===== config.mk =====
export PLATFORM = sky130hd
export DESIGN_NAME = nlms_ctrlport_regs
export DESIGN_NICKNAME = d
export VERILOG_FILES = /design/src/rtl/nlms_ctrlport_regs.sv
export SDC_FILE = /design/constraint.sdc
export NUM_CORES = 1
export LEC_CHECK = 0
export BUFFER_PORTS_ARGS = -buffer_cell sky130_fd_sc_hd__clkbuf_2
export CELL_PAD_IN_SITES_DETAIL_PLACEMENT = 0
export CELL_PAD_IN_SITES_GLOBAL_PLACEMENT = 1
export CORE_MARGIN = 1
export CORE_UTILIZATION = 37
export CTS_BUF_LIST = sky130_fd_sc_hd__clkbuf_4
export CTS_CLUSTER_DIAMETER = 80
export DETAILED_ROUTE_END_ITERATION = 8
export GPL_TIMING_DRIVEN = 0
export PLACE_DENSITY = 0.88
export SKIP_CTS_REPAIR_TIMING = 1
export SYNTH_ARGS = -nofsm -noshare
export SYNTH_HDL_FRONTEND = slang
export SYNTH_SLANG_ARGS = --single-unit

===== constraint.sdc =====
create_clock -name ctrlport_clk -period 2.4 [get_ports ctrlport_clk]
set_clock_uncertainty 0.1 [all_clocks]
set_input_delay 0.24 -clock ctrlport_clk [delete_from_list [all_inputs] [get_ports ctrlport_clk]]
set_output_delay 0.24 -clock ctrlport_clk [all_outputs]
set_load 0.005 [all_outputs]

===== src/rtl/nlms_ctrlport_regs.sv =====
// CtrlPort responder for the NLMS block: config registers, sample counter, indirect coefficient access.
// Latency: register hits ack 1 cycle after the request; COEF_DATA acks 1 cycle after coef_ack or after TIMEOUT cycles.
// Backpressure: none on CtrlPort; requests arriving while a coefficient access is outstanding are dropped unacked.
//
// Ports:
//   ctrlport_clk / ctrlport_rst      sole clock, synchronous active-high reset
//   s_ctrlport_req_* / resp_*        CtrlPort responder (one-cycle wr/rd strobes, one-cycle ack)
//   enable, mu, num_taps             filter configuration to the NLMS datapath
//   coef_clear                       one-cycle pulse zeroing all coefficients
//   coef_req/we/idx/wdata, coef_ack/rdata   level request / pulse ack handshake to coefficient memory
//   sample_inc                       one pulse per output sample, counted in SAMPLE_CNT
module nlms_ctrlport_regs #(
    parameter logic [19:0] BASE_ADDR    = 20'h00000,
    parameter int          NUM_TAPS_MAX = 32,
    parameter int          COEF_W       = 16,
    parameter int          TIMEOUT      = 64
) (
    input  logic                              ctrlport_clk,
    input  logic                              ctrlport_rst,
    input  logic                              s_ctrlport_req_wr,
    input  logic                              s_ctrlport_req_rd,
    input  logic [19:0]                       s_ctrlport_req_addr,
    input  logic [31:0]                       s_ctrlport_req_data,
    output logic                              s_ctrlport_resp_ack,
    output logic [31:0]                       s_ctrlport_resp_data,
    output logic                              enable,
    output logic [15:0]                       mu,
    output logic [$clog2(NUM_TAPS_MAX):0]     num_taps,
    output logic                              coef_clear,
    output logic                              coef_req,
    output logic                              coef_we,
    output logic [$clog2(NUM_TAPS_MAX)-1:0]   coef_idx,
    output logic [COEF_W-1:0]                 coef_wdata,
    input  logic                              coef_ack,
    input  logic [COEF_W-1:0]                 coef_rdata,
    input  logic                              sample_inc
);

    localparam int IDX_W = $clog2(NUM_TAPS_MAX);
    localparam int NT_W  = IDX_W + 1;
    localparam int TO_W  = $clog2(TIMEOUT + 1);

    localparam logic [2:0] OFF_COMPAT   = 3'd0;
    localparam logic [2:0] OFF_CTRL     = 3'd1;
    localparam logic [2:0] OFF_MU       = 3'd2;
    localparam logic [2:0] OFF_NUM_TAPS = 3'd3;
    localparam logic [2:0] OFF_COEF_IDX = 3'd4;
    localparam logic [2:0] OFF_COEF_DAT = 3'd5;
    localparam logic [2:0] OFF_SAMP_CNT = 3'd6;

    localparam logic [31:0] COMPAT_VAL  = 32'h0001_0000;
    localparam logic [31:0] TIMEOUT_VAL = 32'hDEAD_C0EF;

    typedef enum logic {
        ST_IDLE,
        ST_COEF_WAIT
    } state_t;

    state_t              state_q;
    logic                ack_q;
    logic [31:0]         resp_data_q;
    logic                enable_q;
    logic [15:0]         mu_q;
    logic [NT_W-1:0]     num_taps_q;
    logic [IDX_W-1:0]    coef_idx_q;
    logic                coef_clear_q;
    logic                coef_req_q;
    logic                coef_we_q;
    logic [COEF_W-1:0]   coef_wdata_q;
    logic                timeout_flag_q;
    logic [31:0]         sample_cnt_q;
    logic [TO_W-1:0]     to_cnt_q;

    logic                hit;
    logic                is_wr;
    logic [2:0]          offset;
    logic [31:0]         rd_data_d;
    logic [NT_W-1:0]     num_taps_d;

    // Byte-lane bits carry no meaning for 32-bit registers.
    logic unused_addr_lsb;
    assign unused_addr_lsb = ^s_ctrlport_req_addr[1:0];

    // Misses stay silent so other responders may share the bus; wr+rd counts as a write.
    assign hit    = (s_ctrlport_req_wr || s_ctrlport_req_rd) &&
                    (s_ctrlport_req_addr[19:5] == BASE_ADDR[19:5]);
    assign is_wr  = s_ctrlport_req_wr;
    assign offset = s_ctrlport_req_addr[4:2];

    always_comb begin
        rd_data_d = 32'h0;
        case (offset)
            OFF_COMPAT:   rd_data_d = COMPAT_VAL;
            OFF_CTRL:     rd_data_d = {23'h0, timeout_flag_q, 7'h0, enable_q};
            OFF_MU:       rd_data_d = {16'h0, mu_q};
            OFF_NUM_TAPS: rd_data_d = 32'(num_taps_q);
            OFF_COEF_IDX: rd_data_d = 32'(coef_idx_q);
            OFF_SAMP_CNT: rd_data_d = sample_cnt_q;
            default:      rd_data_d = 32'h0;
        endcase
    end

    // Tap count is clamped into 1..NUM_TAPS_MAX so the datapath never sees an illegal value.
    always_comb begin
        num_taps_d = s_ctrlport_req_data[NT_W-1:0];
        if (s_ctrlport_req_data == 32'h0) begin
            num_taps_d = NT_W'(1);
        end else if (s_ctrlport_req_data > 32'(NUM_TAPS_MAX)) begin
            num_taps_d = NT_W'(NUM_TAPS_MAX);
        end
    end

    always_ff @(posedge ctrlport_clk) begin
        if (ctrlport_rst) begin
            state_q        <= ST_IDLE;
            ack_q          <= 1'b0;
            resp_data_q    <= 32'h0;
            enable_q       <= 1'b0;
            mu_q           <= 16'h0100;
            num_taps_q     <= NT_W'(NUM_TAPS_MAX);
            coef_idx_q     <= '0;
            coef_clear_q   <= 1'b0;
            coef_req_q     <= 1'b0;
            coef_we_q      <= 1'b0;
            coef_wdata_q   <= '0;
            timeout_flag_q <= 1'b0;
            sample_cnt_q   <= 32'h0;
            to_cnt_q       <= '0;
        end else begin
            ack_q        <= 1'b0;
            resp_data_q  <= 32'h0;
            coef_clear_q <= 1'b0;

            if (sample_inc) begin
                sample_cnt_q <= sample_cnt_q + 32'd1;
            end

            case (state_q)
                ST_IDLE: begin
                    if (hit && offset == OFF_COEF_DAT) begin
                        // Launch the coefficient access; ack is deferred until the core answers.
                        coef_req_q <= 1'b1;
                        coef_we_q  <= is_wr;
                        if (is_wr) begin
                            coef_wdata_q <= s_ctrlport_req_data[COEF_W-1:0];
                        end
                        to_cnt_q   <= '0;
                        state_q    <= ST_COEF_WAIT;
                    end else if (hit) begin
                        ack_q       <= 1'b1;
                        resp_data_q <= is_wr ? 32'h0 : rd_data_d;
                        if (is_wr) begin
                            case (offset)
                                OFF_CTRL: begin
                                    enable_q <= s_ctrlport_req_data[0];
                                    if (s_ctrlport_req_data[1]) begin
                                        coef_clear_q <= 1'b1;
                                    end
                                    if (s_ctrlport_req_data[8]) begin
                                        timeout_flag_q <= 1'b0;
                                    end
                                end
                                OFF_MU:       mu_q       <= s_ctrlport_req_data[15:0];
                                OFF_NUM_TAPS: num_taps_q <= num_taps_d;
                                OFF_COEF_IDX: coef_idx_q <= s_ctrlport_req_data[IDX_W-1:0];
                                // Placed after the increment so a coincident sample_inc loses.
                                OFF_SAMP_CNT: sample_cnt_q <= 32'h0;
                                default: ;
                            endcase
                        end
                    end
                end
                ST_COEF_WAIT: begin
                    if (coef_ack) begin
                        coef_req_q  <= 1'b0;
                        ack_q       <= 1'b1;
                        resp_data_q <= coef_we_q ? 32'h0 : 32'(coef_rdata);
                        state_q     <= ST_IDLE;
                    end else if (to_cnt_q == TO_W'(TIMEOUT - 1)) begin
                        // coef_req has been high TIMEOUT cycles: give up and flag it.
                        coef_req_q     <= 1'b0;
                        ack_q          <= 1'b1;
                        resp_data_q    <= TIMEOUT_VAL;
                        timeout_flag_q <= 1'b1;
                        state_q        <= ST_IDLE;
                    end else begin
                        to_cnt_q <= to_cnt_q + TO_W'(1);
                    end
                end
                default: state_q <= ST_IDLE;
            endcase
        end
    end

    assign s_ctrlport_resp_ack  = ack_q;
    assign s_ctrlport_resp_data = resp_data_q;
    assign enable               = enable_q;
    assign mu                   = mu_q;
    assign num_taps             = num_taps_q;
    assign coef_clear           = coef_clear_q;
    assign coef_req             = coef_req_q;
    assign coef_we              = coef_we_q;
    assign coef_idx             = coef_idx_q;
    assign coef_wdata           = coef_wdata_q;

endmodule


==> After elaboration in Yosys (flattened, before gate mapping) <==
Cells that the tools add are included.
{ "totals": {"register_bits": 121, "input_bits": 74, "out_inout_bits": 80, "word_cells": 97} }
{ "op_classes": {"magnitude_cmp": 1, "eq_ne": 17, "n_reduce_logical": 16, "bitwise": 5, "addsub": 2, "mux": 42} }
{ "op_table": {"columns": ["cell", "n"], "rows": [
  ["$mux W32", 11],
  ["$pmux W32 S6", 1],
  ["$pmux W32 S2", 1],
  ["$add A32 B1 Y32 const B", 1],
  ["$gt A32 B6 Y1 const B", 1],
  ["$logic_not A32 Y1", 1],
  ["$mux W7", 3],
  ["$reduce_and A5 Y1", 4],
  ["$mux W1", 18],
  ["$mux W16", 1],
  ["$logic_not A15 Y1", 1],
  ["$ne A2 B2 Y1 const B", 7],
  ["$pmux W7 S2", 1],
  ["$mux W6", 2],
  ["$eq A3 B3 Y1 const B", 3],
  ["$pmux W1 S2", 4],
  ["$add A7 B1 Y7 const B", 1],
  ["$eq A7 B6 Y1 const B", 1],
  ["$reduce_and A7 Y1", 1],
  ["$eq A3 B2 Y1 const B", 2],
  ["$reduce_and A3 Y1", 2],
  ["$reduce_or A6 Y1", 1],
  ["$not A1 Y1", 5],
  ["$ne A2 B1 Y1 const B", 2],
  ["6 further kinds", 8]
]} }

==> Depth between registers and ports, before layout <==
{ "depth": {"word_depth": 7, "mapped_depth": 7, "mapped_depth_nobuf": 5} }

==> Worst setup path after synthesis <==
No wires, ideal clock.
{ "synth_path": {"path_kind": "flip-flop to flip-flop", "startpoint": "register sample_cnt_q[0]", "endpoint": "register sample_cnt_q[26]", "arrival_ps": 1877, "slack_ps": 353, "synth_period_minus_slack_ps": 2047, "setup_time_ps": 70, "n_path_buf": 1, "stages_incl_launch_ff": 7, "t_required_ps": 2230, "path_cell_list": "dfxtp_1 ha_1 inv_1 or4_4 buf_6 or4_1 a21oi_1"} }
{ "synth_between": {"elab_chain_cells": 7} }
{ "synth_rtl": {"columns": ["item", "line_no", "source"], "rows": [
  ["start: declaration", "71", "logic [31:0] sample_cnt_q;"],
  ["start signal: assignment", "135", "sample_cnt_q <= sample_cnt_q + 32'd1;"],
  ["$add A32 B1 Y32 *", "135", null],
  ["$mux W32 *", "134", "if (sample_inc) begin"],
  ["$mux W32", "153", "case (offset)"],
  ["$mux W32", "152", "if (is_wr) begin"],
  ["$mux W32", "149", "end else if (hit) begin"],
  ["$mux W32", "140", "if (hit && offset == OFF_COEF_DAT) begin"],
  ["$mux W32 *", "138", "case (state_q)"]
]} }
Mark *: on every way between the ends. The rest lies on a longest branch, timed or not.
A chain may end at the register's enable or synchronous reset.

==> Worst setup path after layout <==
Same ends and word-level chain as after synthesis.

==> metrics.md <==
| Metric | Value |
|---|---|
| Share of cells above drive strength 1 | `about a quarter` |
| Mean post-synth cell area | `8.554 µm²` |
| Achievable Freq | `around 440 MHz` |
| Initial Utilization | `approximately two fifths` |
| Antenna cells | `0` |
| Vias per inst | `around 5.6` |
| Layer with the highest usage | `met2` |
| Unrepaired setup endpoints after global routing | `no` |
| Synth cell types | `62` |
| Tightest Pin Transition | `0.7356 ns` |
| Clk sink count | `between 100 and 150` |
| Rows | `44` |
| Placed Instances | `about 1,000` |
| Congestion Overflow GR | `0` |
| Clk Latency, worst-skew pair | `~0.55 ns` |
| Remaining antenna violation count | `0` |
| Crit-path max cell delay | `around 0.56 ns` |
| Post-Syn Area | `0.005612 mm²` |
| Crit path time final | `around 2.3 ns` |
| Antenna violations before repair | `0` |
| HPWL after detailed placement | `approximately 13,000 µm` |
| H-tree depth | `4` |
| Iter 0 DRT Violations | `452` |
| Slowest CP cell | `or4_4` |
| Die Footprint | `0.01566 mm²` |
| Die W | `~130 µm` |
| Area of the multi-input gates | `between 0.002 and 0.003 mm²` |
| Post-Synth Adder-Cell Area | `0.4459%` |
| Post-Route WL | `18,030 µm` |
| Critical path endpoint category | `flip-flop` |
| Root Driver | `clkbuf_4` |
| Routability cong. | `between 0.9 and 1` |
| Syn Inst Count | `656` |
| Core Box Area | `roughly 0.015 mm²` |
| Post-synthesis share of cell area spent on xor and xnor gates | `between 2 and 2.5%` |
| Met3 usage | `5.520%` |
| # IOs | `between 150 and 200` |
| Synth Register Bits | `~120` |
| Max Root-Sink Buffers | `2` |
| First-pass GRT wire length | `around 29,000 µm` |
| Largest family of logic cells by synthesized area | `simple AND/OR/NAND/NOR gates` |
| Syn Nets | `~730` |
| Number of max-cap violations | `0` |
| Max Slew Vio Count | `0` |
| Largest net degree at the start of global routing | `17` |
| # DRC | `6` |
| Met1 usage | `29.39%` |
| Worst hold path startpoint | `coef_ack` |
| Total CTS buffers | `17` |
| Reg clk slew, reported paths | `0.11 ns` |
| Final number of setup-violating endpoints | `0` |
| Largest fanout on the critical path | `10` |
| Met2 Resource Use GR | `37.33%` |
| Vias in the first global route | `roughly 5,500` |
| Worst EP required | `2.78 ns` |
| Port buffer count | `around 150` |
| Post-synth ARST share | `0%` |
| Worst IR Drop VDD | `around 0.27 mV` |
| Power Dens Cells | `approximately 530 mW/mm²` |
| Main synth FF type | `dfxtp_1` |
| Synth Area in Compound Gates | `about a fifth` |
| Worst path arrival time | `2.64 ns` |
| Hold Path Sink | `coef_req` |
| Area Growth Syn to Fin | `28.90%` |
| Worst R2R Setup Slack | `approximately 0.14 ns` |
| WS Path Type | `reg -> reg` |
| Hold depth | `4` |
| Critical-path cell list | `ha_1 > inv_1 > or4_4 > buf_6 > or4_1 > a21oi_1` |
| Post-synthesis mux area share | `around 3.3%` |
| Max-Slew Margin vs Limit | `around half` |
| Leakage power | `0.002789 µW` |
| Fin nets | `932` |
| Seq/Total Area, Yosys | `43.17%` |
| Sequential Area | `between 0.002 and 0.0025 mm²` |
| Violated checks | `design-rule violations` |
| Setup TNS | `0 ns` |
| Vias | `approximately 5,900` |
| Final Hold Vio Count | `0` |
| Final period utilization | `roughly 94%` |
| Worst hold-check path type | `in -> reg` |
| Worst R2R Start | `sample_cnt_q[0]` |
| Post-synth EDFFs | `0` |
| Die height | `around 130 µm` |
| CTS tree | `built` |
| Status | `complete, but fails checks` |
| Reg2Reg Depth | `6` |
| Global-route usage over all layers | `between 20% and 30%` |
| Ys Warns | `0` |
| Worst setup SP type | `flip-flop` |
| Finished Layout Cells | `approximately 1,100` |
| R2r endpoint | `sample_cnt_q[26]` |
| Simple-Gate Fraction of Synth Area | `roughly 26%` |
| DR pass1 iterations | `9` |
| Fillcell total | `1,461` |
| WL per Instance | `~17 µm` |
==> worst max-delay path, delay by kind of cell, from the launching register on <==
kind | cells | cell delay (ns)
adders and majority gates | 1 | 0.24
and+or+nand+nor | 2 | 1.02
buffers and inverters | 2 | 0.24
AOI/OAI and AO/OA | 1 | 0.14
DFF | 1 | 0.47
==> power by group <==
part,leakage (µW),total (µW),internal [µW],switching (µW)
registers,0.000974,2020,2010,6.38
clock network,0.000160,1590,823,763
logic,0.00166,259,114,145
total,0.00279,3860,2950,914
==> per-layer routing <==
metal / wire length, µm / vias to the layer above
li1: - / 2866
met5: 0 / -
met1: 8078 / 2776
met2: 8334 / 218
met4: 551 / 0
met3: 1061 / 38
==> worst max path at each step <==
stage / from / to / slack [ns]
2_1_floorplan: sample_cnt_q[0] / sample_cnt_q[26] / 0.35
3_3_place_gp: s_ctrlport_req_addr[6] / sample_cnt_q[15] / -0.29
3_5_place_dp: s_ctrlport_req_addr[6] / sample_cnt_q[18] / -0.28
4_1_cts: state_q / s_ctrlport_resp_data[4] / -0.18
5_1_grt: sample_cnt_q[12] / sample_cnt_q[21] / 0.008
6_report: sample_cnt_q[0] / sample_cnt_q[26] / 0.14
==> per-stage QoR <==
stage / utilization, % / total power [µW] / worst slack [ns] / cell area, µm² / hold WS (ns)
2_1_floorplan: - / 2156 / 0.3528 / 5612 / 0.2486
3_3_place_gp: 44.98 / 2271 / -0.2906 / 6588 / 0.3330
3_5_place_dp: 44.98 / 2271 / -0.2846 / 6588 / 0.3382
4_1_cts: 47.03 / 3825 / -0.1815 / 6887 / -0.2278
5_1_grt: 49.39 / 3998 / 0.008106 / 7233 / 0.03137
6_report: 49.39 / 3861 / 0.1378 / 7233 / 0.01959
==> synthesized netlist by cell type, types with 2 or more instances <==
cell	n	area share, %
and3_2	2	0.27
inv_1	14	0.94
and4_1	8	1.2
nand3b_1	17	2.3
and2_1	9	1.0
nand4_1	36	4.0
nor2_1	22	1.5
and3_1	7	0.78
o22ai_1	9	1.0
xnor2_1	9	1.4
a21boi_0	7	0.94
nand2_1	36	2.4
a31oi_1	5	0.56
or3_1	7	0.78
nand3_1	33	2.9
buf_1	2	0.13
o21ai_0	59	5.3
nor4_1	15	1.7
buf_2	3	0.27
nor4_2	2	0.45
dfxtp_1	121	43
and4_2	2	0.36
mux2_2	2	0.40
nor3_1	7	0.62
ha_1	2	0.45
nor2b_1	6	0.67
mux2i_1	16	2.9
o31ai_1	9	1.2
a21o_1	10	1.3
o31a_1	2	0.31
nand2b_1	2	0.22
xor2_1	4	0.62
and3b_1	4	0.62
or4_1	10	1.3
buf_6	2	0.40
or4_4	3	0.60
o211ai_1	12	1.6
a21oi_1	71	6.3
clkbuf_1	43	2.9
o2111ai_1	2	0.31
nand4b_1	3	0.47
==> flip-flops by register name, indices dropped and copies added, names as in the netlist <==
| register | count |
|---|---|
| coef_we | 1 |
| to_cnt_q | 7 |
| sample_cnt_q | 32 |
| coef_clear | 1 |
| num_taps | 6 |
| s_ctrlport_resp_data | 32 |
| mu | 16 |
| enable | 1 |
| s_ctrlport_resp_ack | 1 |
| coef_idx | 5 |
| timeout_flag_q | 1 |
| coef_req | 1 |
| coef_wdata | 16 |
| state_q | 1 |
==> logic make-up (layout without fill, tap and decap cells) <==
kind of cell             Yosys count  after routing
AO/OA/AOI/OAI                    196            196
flip-flops                       121            121
multiplexers                      18             18
XOR/XNOR                          13             13
adder cells (fa/ha/maj)            2              2
buffers and inverters             66            278
AND/OR/NAND/NOR                  240            240
==> area by class of cell <==
class / instances / area share (%)
well taps: 184 / 3.183
clock inverters: 12 / 2.162
plain buffers: 50 / 2.975
clock buffers: 19 / 1.972
repair buffers: 182 / 14.88
inverters: 15 / 0.7784
multi-input cells: 469 / 40.56
flip-flops and latches: 121 / 33.49
==> placed cells by master (no fill, tap or decap), types with 16 or more instances in the layout <==
cell type / n
clkbuf_2: 152
dfxtp_1: 121
mux2i_1: 16
a21oi_1: 71
clkbuf_1: 39
clkbuf_4: 19
o21ai_0: 59
nand4_1: 36
nand3b_1: 17
nand3_1: 33
nor2_1: 22
dlygate4sd3_1: 33
nand2_1: 36
Power figures use the tool's default switching activity.
